File: config.mk
export PLATFORM = sky130hd
export DESIGN_NAME = instr_fetch
export DESIGN_NICKNAME = d
export VERILOG_FILES = /design/src/rtl/instr_fetch.sv
export SDC_FILE = /design/constraint.sdc
export NUM_CORES = 1
export LEC_CHECK = 0
export CAP_MARGIN = 30
export CORE_AREA = 2 2 149 151
export CTS_BUF_LIST = sky130_fd_sc_hd__clkbuf_8
export CTS_CLUSTER_DIAMETER = 100
export DETAILED_ROUTE_END_ITERATION = 10
export DIE_AREA = 0 0 151 153
export GPL_ROUTABILITY_DRIVEN = 1
export HOLD_SLACK_MARGIN = 0.06
export PLACE_DENSITY = 0.79
export RECOVER_POWER = 50
export SETUP_SLACK_MARGIN = 0.1
export SLEW_MARGIN = 20
export SYNTH_ARGS = -nofsm -noshare
export SYNTH_HDL_FRONTEND = slang
export SYNTH_SLANG_ARGS = --single-unit
File: constraint.sdc
create_clock -name clk -period 6.2 [get_ports clk]
set_input_delay 0.62 -clock clk [delete_from_list [all_inputs] [get_ports clk]]
set_output_delay 0.62 -clock clk [all_outputs]
set_load 0.005 [all_outputs]
File: src/rtl/instr_fetch.sv
// -----------------------------------------------------------------------------
// instr_fetch
//   Fetch stage between a 256x32 instruction ROM (registered read port, one
//   cycle latency) and decode. Holds the byte PC, issues at most one ROM read
//   per cycle, and buffers each returned word together with its PC in a small
//   FIFO that decode drains with a valid/ready handshake. Downstream redirects
//   flush the queue and restart fetch; fetch_complete flags end of program.
//
//   Optional feature macro: FETCH_HALT_EN
//     defined   : a returned word of 32'h0 ends the program (not enqueued,
//                 younger read dropped, issue stops).
//     undefined : zero words are ordinary instructions.
//
// Ports
//   clk             clock
//   reset           synchronous, active-low reset
//   rom_en          ROM read strobe
//   rom_addr        ROM word address (pc[ROM_AW+1:2])
//   rom_data        ROM word, valid the cycle after rom_en
//   redirect_valid  flush and restart fetch at redirect_pc
//   redirect_pc     new byte PC, bits [1:0] ignored
//   out_valid       queue head valid
//   out_ready       decode accepts the head
//   out_instr       head instruction
//   out_pc          byte PC of the head instruction
//   fetch_complete  program end reached, queue empty, no read in flight
// -----------------------------------------------------------------------------
module instr_fetch #(
   parameter int          ROM_DEPTH  = 256,
   parameter int          ROM_AW     = 8,
   parameter int          FIFO_DEPTH = 4,
   parameter logic [31:0] RESET_PC   = 32'h0000_0000
) (
   input  logic              clk,
   input  logic              reset,
   output logic              rom_en,
   output logic [ROM_AW-1:0] rom_addr,
   input  logic [31:0]       rom_data,
   input  logic              redirect_valid,
   input  logic [31:0]       redirect_pc,
   output logic              out_valid,
   input  logic              out_ready,
   output logic [31:0]       out_instr,
   output logic [31:0]       out_pc,
   output logic              fetch_complete
);

   localparam int PW = $clog2(FIFO_DEPTH);
   localparam int CW = PW + 1;

   localparam logic [1:0] ST_RUN   = 2'd0;
   localparam logic [1:0] ST_DRAIN = 2'd1;
   localparam logic [1:0] ST_DONE  = 2'd2;

   logic [1:0]        state;
   logic [31:0]       pc;
   logic [31:0]       rd_pc;      // PC of the read currently in flight
   logic              inflight;
   logic [ROM_AW-1:0] addr_q;     // last issued word address
   logic [CW-1:0]     count;
   logic [PW-1:0]     wr_ptr;
   logic [PW-1:0]     rd_ptr;
   logic [31:0]       instr_mem [FIFO_DEPTH];
   logic [31:0]       pc_mem    [FIFO_DEPTH];

   logic              pc_in_rom;
   logic              issue;
   logic              resp_halt;
   logic              push;
   logic              pop;

   assign pc_in_rom = (pc[31:2] < 30'(ROM_DEPTH));

   // Slots are reserved at issue time: queued entries plus the read in flight
   // must leave room, and a pop this cycle only frees a slot next cycle.
   // NOTE: rom_en is qualified with reset so no read is strobed while reset is
   // held low, even though the registered state already reads as RUN.
   assign issue = reset && (state == ST_RUN) && pc_in_rom &&
                  ((count + CW'(inflight)) < CW'(FIFO_DEPTH));

`ifdef FETCH_HALT_EN
   assign resp_halt = inflight && (rom_data == 32'h0000_0000);
`else
   assign resp_halt = 1'b0;
`endif

   assign push = inflight && !resp_halt;
   assign pop  = out_valid && out_ready;

   // Once fetch stops, the address bus holds the last issued word address so
   // it never falls back to 0 after the top of the ROM.
   assign rom_en         = issue;
   assign rom_addr       = issue ? pc[ROM_AW+1:2] : addr_q;
   assign out_valid      = (count != '0);
   assign out_instr      = out_valid ? instr_mem[rd_ptr] : 32'h0;
   assign out_pc         = out_valid ? pc_mem[rd_ptr]    : 32'h0;
   assign fetch_complete = (state == ST_DONE);

   // NOTE: all state registers use non-blocking assignments so every update
   // below sees the pre-edge values of count, inflight and state.
   always_ff @(posedge clk) begin
      if (!reset) begin
         state    <= ST_RUN;
         pc       <= RESET_PC;
         rd_pc    <= 32'h0;
         inflight <= 1'b0;
         addr_q   <= '0;
         count    <= '0;
         wr_ptr   <= '0;
         rd_ptr   <= '0;
      end else if (redirect_valid) begin
         // A head transfer this cycle is consumed and discarded by decode;
         // the read in flight is dropped by clearing inflight.
         state    <= ST_RUN;
         pc       <= redirect_pc & ~32'h3;
         inflight <= 1'b0;
         count    <= '0;
         wr_ptr   <= '0;
         rd_ptr   <= '0;
      end else begin
         if (issue) begin
            pc     <= pc + 32'd4;
            rd_pc  <= pc;
            addr_q <= pc[ROM_AW+1:2];
         end
         // A halt word also kills the read issued alongside it.
         inflight <= issue && !resp_halt;
         if (push) wr_ptr <= wr_ptr + 1'b1;
         if (pop)  rd_ptr <= rd_ptr + 1'b1;
         count <= count + CW'(push) - CW'(pop);
         case (state)
            ST_RUN:   if (!pc_in_rom || resp_halt) state <= ST_DRAIN;
            ST_DRAIN: if ((count == '0) && !inflight) state <= ST_DONE;
            default:  state <= state;
         endcase
      end
   end

   // NOTE: queue storage has no reset; count gates out_valid and the data
   // outputs, so stale entries are never visible.
   always_ff @(posedge clk) begin
      if (reset && !redirect_valid && push) begin
         instr_mem[wr_ptr] <= rom_data;
         pc_mem[wr_ptr]    <= rd_pc;
      end
   end

endmodule
==> Word level (Yosys, flattened, before mapping) <==
Memory sizes are Yosys's and may differ from the RTL's. A register that Yosys moved wholly into a read port is not among the register bits.
Cells that the tools add are included.
{ "word_totals": {"wordCells": 55, "register_bits": 82, "ramBits": 256, "output_inout_bits": 75, "in_bits": 68, "memories": 2} }
{ "op_classes": {"n_mux": 14, "n_reduce_logical": 17, "add_sub_neg": 5, "magnitude_cmp": 2, "bitwise_logic": 2, "n_eq_ne": 4} }
{ "mem_list": {"columns": ["name", "depth", "word_bits", "read_ports", "rd_ports_with_merged_regs", "write_ports", "line_no", "rtl"], "rows": [
  ["instr_mem", 4, 32, 1, 1, 1, "63", "logic [31:0] instr_mem [FIFO_DEPTH];"],
  ["pc_mem", 4, 32, 1, 1, 1, "64", "logic [31:0] pc_mem [FIFO_DEPTH];"]
]} }
{ "op_table": {"columns": ["op", "n"], "rows": [
  ["2-to-1 mux 32 bit", 4],
  ["adder 32 x 3 -> 32 bit (second input constant)", 1],
  ["< comparator 30 x 9 -> 1 bit (second input constant)", 1],
  ["2-to-1 mux 2 bit", 6],
  ["2-to-1 mux 8 bit", 1],
  ["logical AND 1 bit", 7],
  ["adder 2 x 1 -> 2 bit (second input constant)", 2],
  ["inequality test 2 bit (second input constant)", 2],
  ["case mux 2 bit (2 select lines)", 1],
  ["nonzero test 2 bit", 2],
  ["adder 3 x 1 -> 3 bit", 1],
  ["zero test 3 bit", 1],
  ["< comparator 3 bit (second input constant)", 1],
  ["AND reduction 3 bit", 1],
  ["nonzero test 3 bit", 1],
  ["subtractor 3 x 1 -> 3 bit", 1],
  ["== test 2 x 1 -> 1 bit (second input constant)", 1],
  ["== test 2 bit (second input constant)", 1],
  ["zero test 1 bit", 2],
  ["zero test 2 bit", 1],
  ["2-to-1 mux 1 bit", 2],
  ["inverter 1 bit", 2],
  ["AND reduction 2 bit", 1],
  ["OR reduction 2 bit", 1]
]} }

==> Longest topological paths before layout <==
{ "depth": {"ltp_word": 6, "ltp_mapped": 8, "ltp_nobuf": 7} }

==> Worst setup path after synthesis <==
Ideal clock, no wire load.
{ "synth_path": {"path_kind": "input-to-reg", "from": "in reset", "to": "mem instr_mem[1][0], enable pin", "path_buffers": 2, "path_slack_ns": 2.938, "required_time_ns": 5.773, "cell_stages": 4, "setup_time_ns": 0.427, "t_arrival_ns": 2.835, "path_cell_list": "clkbuf_1 -> nor2b_1 -> clkbuf_1 -> and3_1"} }
{ "synth_between": {"elab_chain_len": 4} }
{ "synth_lines": {"columns": ["item", "line_no", "rtl"], "rows": [
  ["from (decl)", "35", "input logic reset,"],
  ["logical AND 1 bit (2 in series)", "142", "if (reset && !redirect_valid && push) begin"],
  ["2-to-1 mux 1 bit", "142", null],
  ["2-to-1 mux 1 bit (not written as such)", "143", "instr_mem[wr_ptr] <= rom_data;"],
  ["to (decl)", "63", null]
]} }
Every way passes these cells.

==> Worst setup path after layout <==
{ "layout_path": {"from": "reg inflight", "to": "out rom_addr[4]"} }
{ "layout_between": {"elab_chain_len": 4} }
{ "layout_lines": {"columns": ["item", "line_no", "rtl"], "rows": [
  ["from (decl)", "58", "logic inflight;"],
  ["from (signal assigned)", "127", "inflight <= issue && !resp_halt;"],
  ["adder 3 x 1 -> 3 bit", "79", "((count + CW'(inflight)) < CW'(FIFO_DEPTH));"],
  ["< comparator 3 bit", "79", null],
  ["logical AND 1 bit", "78", "assign issue = reset && (state == ST_RUN) && pc_in_rom &&"],
  ["2-to-1 mux 8 bit", null, null],
  ["to (decl)", "37", "output logic [ROM_AW-1:0] rom_addr,"]
]} }
Every way passes these cells.

==> metrics.md <==
| Metric | Value |
|---|---|
| Storage cell area | 9050 um^2 |
| RSZ-0062 raised after global routing | no |
| First-pass GRT wire length | 36700 um |
| Multi-input logic area | 3200 um^2 |
| Setup bufs post-CTS | 0 |
| Classification of the worst setup path | register to output pin |
| Crit. End Element | output pin |
| Mapped Cells | 736 |
| Hold Startpoint | addr_q[4]$_SDFFE_PN0N_ |
| Worst r2r src | inflight$_SDFF_PP0_ |
| Final Skew | 0.0143 ns |
| Filler Cells Inserted | 1399 |
| # H-tree levels | 2 |
| Nets@finish | 978 |
| Routability Congestion | 0.897 |
| Fin area | 15100 um^2 |
| Number of max-cap violations | 0 |
| Row cnt | 54 |
| Core area | 21500 um^2 |
| Logic pwr share | 2.7% |
| Pint | 0.00326 W |
| Post-synth EDFFs | 248 |
| Clk buf depth | 3 |
| Largest net degree at the start of global routing | 63 |
| Port buffer count | 138 |
| Worst-Margin Slew | 1.21 ns |
| Syn-to-layout area delta | 21.8% |
| YS warnings | 0 |
| Clock share of power | 39.4% |
| Die Y | 153 um |
| Slew Limit Fails | 0 |
| Netlist cell types | 40 |
| FF+latch count, synth | 328 |
| Top-count cell post-synth | edfxtp_1 |
| Static Leak | 5.29 nW |
| Starting Density | 57.8% |
| Power Density | 271 nW/um^2 |
| Clock sinks | 328 |
| Die area | 23100 um^2 |
| Sequential share of the synthesized area | 72.8% |
| Xor/xnor share of the synthesized area | 0.423% |
| Antenna-violating nets left | 0 |
| Sw Ratio | 20.6% |
| # DRC | 0 |
| # hold bufs at CTS | 0 |
| Crit Path Max Fanout | 11 |
| CP startpoint | inflight$_SDFF_PP0_ |
| Setup crit start kind | register |
| Adder-cell share of the synthesized area | 0.906% |
| Ys async rst share | 0% |
| GRT Total Usage | 20.4% |
| Switch Pwr | 0.000844 W |
| Fin. Hold Viols | 0 |
| Post-DR wirelength/cell | 18.9 um |
| Synth Cell Area | 12400 um^2 |
| Synth Area in Compound Gates | 1.55% |
| Mux contribution to synthesized area | 13.2% |
| Reg power frac | 57.9% |
| CTS tree | done |
| Via Count | 6889 |
| Final wirelength | 23100 um |
| Synth Area in Simple Gates | 9.49% |
| Share of cells above drive strength 1 | 16.3% |
| Synth Flop Type | edfxtp_1 |
| DP Area | 14100 um^2 |
| Vias per cell | 5.63 |
| Initial DRC Count | 399 |
| Fin crit share | 61.9% |
| Max Freq | 260 MHz |
| Setup violations, final | 0 |
| Clk Latency, worst-skew pair | 0.55 ns |
| Yosys top cell by area | edfxtp_1 |
| Largest family of logic cells by synthesized area | multiplexers |
| Slew HR | 19.4% |
| Critical Path AT | 3.22 ns |
| Post_cts resized | 0 |
| Clock tree root buffer cell | clkbuf_8 |
| Commonest cells post-synth | edfxtp_1 (248), and2_1 (87), dfxtp_1 (80) |
| Fin crit period | 3.84 ns |
| Gr ovfl total | 0 |
| HP Class | register to register |
| Detailed Place HPWL | 13600 um |
| Top cell type's share of synthesized area | 59.9% |
| CTS Buf Count | 50 |
| Setup TNS | 0 ns |
| Critical Path RT | 5.58 ns |
| Initial antenna violation count | 0 |
| Status | complete, no violations |
| Clock Pin Slew Worst Setup and Hold Paths | 0.06 ns |
| Peak supply drop | 282 uV |
| Io pins | 143 |
| Die Wd | 151 um |
| Synth top area cells | edfxtp_1 (60%), dfxtp_1 (13%), mux4_2 (11%) |
| Vias in the first global route | 7160 |
| First-pass DRT Iterations | 5 |
| Avg Inst Size Synth | 16.9 um^2 |
## power groups by stage
stage	registers (W)	logic [W]	clock network, W
floorplan	0.00242	0.0000484	0
global placement	0.00242	0.000107	0
detailed placement	0.00242	0.000115	0
CTS	0.00237	0.000116	0.00166
global route	0.00237	0.000122	0.00175
finish	0.00237	0.000112	0.00162
## kinds of logic after synthesis
| family | Yosys count |
|---|---|
| muxes | 86 |
| adders and majority gates | 9 |
| DFF | 328 |
| xor gates and xnor gates | 6 |
| buffers and inverters | 48 |
| other | 1 |
| AOI/OAI and AO/OA | 33 |
| and+or+nand+nor | 225 |
## cell usage in the layout (no fill, tap or decap), types with 23 or more instances in the layout
cell and instances:
mux2i_1 23, clkbuf_8 53, dfxtp_1 78, nor2_1 34, edfxtp_1 248, and2_1 86, clkdlybuf4s50_1 104, nand2_1 54
dlygate4sd3_1 34, mux4_2 62
## registers in the layout (all words and copies together) (netlist names), named ones only
signal / flops
inflight: 1
addr_q: 8
wr_ptr: 2
state: 2
instr_mem: 128
pc_mem: 120
count: 3
rd_pc: 30
pc: 30
rd_ptr: 2
## critical path, stage by stage, from the launching register on
cell and delay (ns):
dfxtp_1 0.40, ha_1 0.25, ha_1 0.19, xnor2_1 0.40, nand3_1 0.23, or3_1 0.55
nand2_1 0.15, nand2_1 0.07, clkdlybuf4s50_1 0.45
## through the flow
| step | setup slack [ns] | hold WS [ns] | std cells | total power (W) | utilization [%] |
|---|---|---|---|---|---|
| floorplan | 2.94 | 0.436 | 737 | 0.00246 | - |
| global placement | 1.92 | 0.451 | 1122 | 0.00253 | 65.5 |
| detailed placement | 2.56 | 0.450 | 1125 | 0.00254 | 65.7 |
| CTS | 2.22 | 0.469 | 1217 | 0.00415 | 70.1 |
| global route | 2.15 | 0.482 | 1221 | 0.00425 | 70.4 |
| finish | 2.36 | 0.472 | 1223 | 0.00410 | 70.4 |
## metal layers
metal | wire length [um] | part of all wire (%) | GRT usage [%] | vias up
met3 | 1720 | 7.5 | 4.48 | 36
met4 | 392 | 1.7 | 5.03 | 0
li1 | - | - | - | 3119
met1 | 9610 | 42 | 27.6 | 3456
met5 | 0 | 0 | 0 | -
met2 | 11300 | 49 | 34.2 | 278
## final timing paths
path	end	slack, ns	cells after the start
setup / recovery	rom_addr[4]	2.36	8
setup reg to reg	rd_pc[31]$_SDFFE_PN0P_	3.34	8
hold reg to reg	addr_q[4]$_SDFFE_PN0N_	0.47	2
hold / removal	addr_q[4]$_SDFFE_PN0N_	0.47	2
## cell type report
cell class	instances	share of cell area [%]
Antenna cell	2	0.0331
Clock buffer	53	4.82
Clock inverter	39	1.32
Inverter	6	0.149
Multi-Input combinational cell	361	21.1
Sequential cell	328	59.8
Tap cell	280	2.32
Timing Repair Buffer	154	10.4
(Power assumes the default switching activity.)
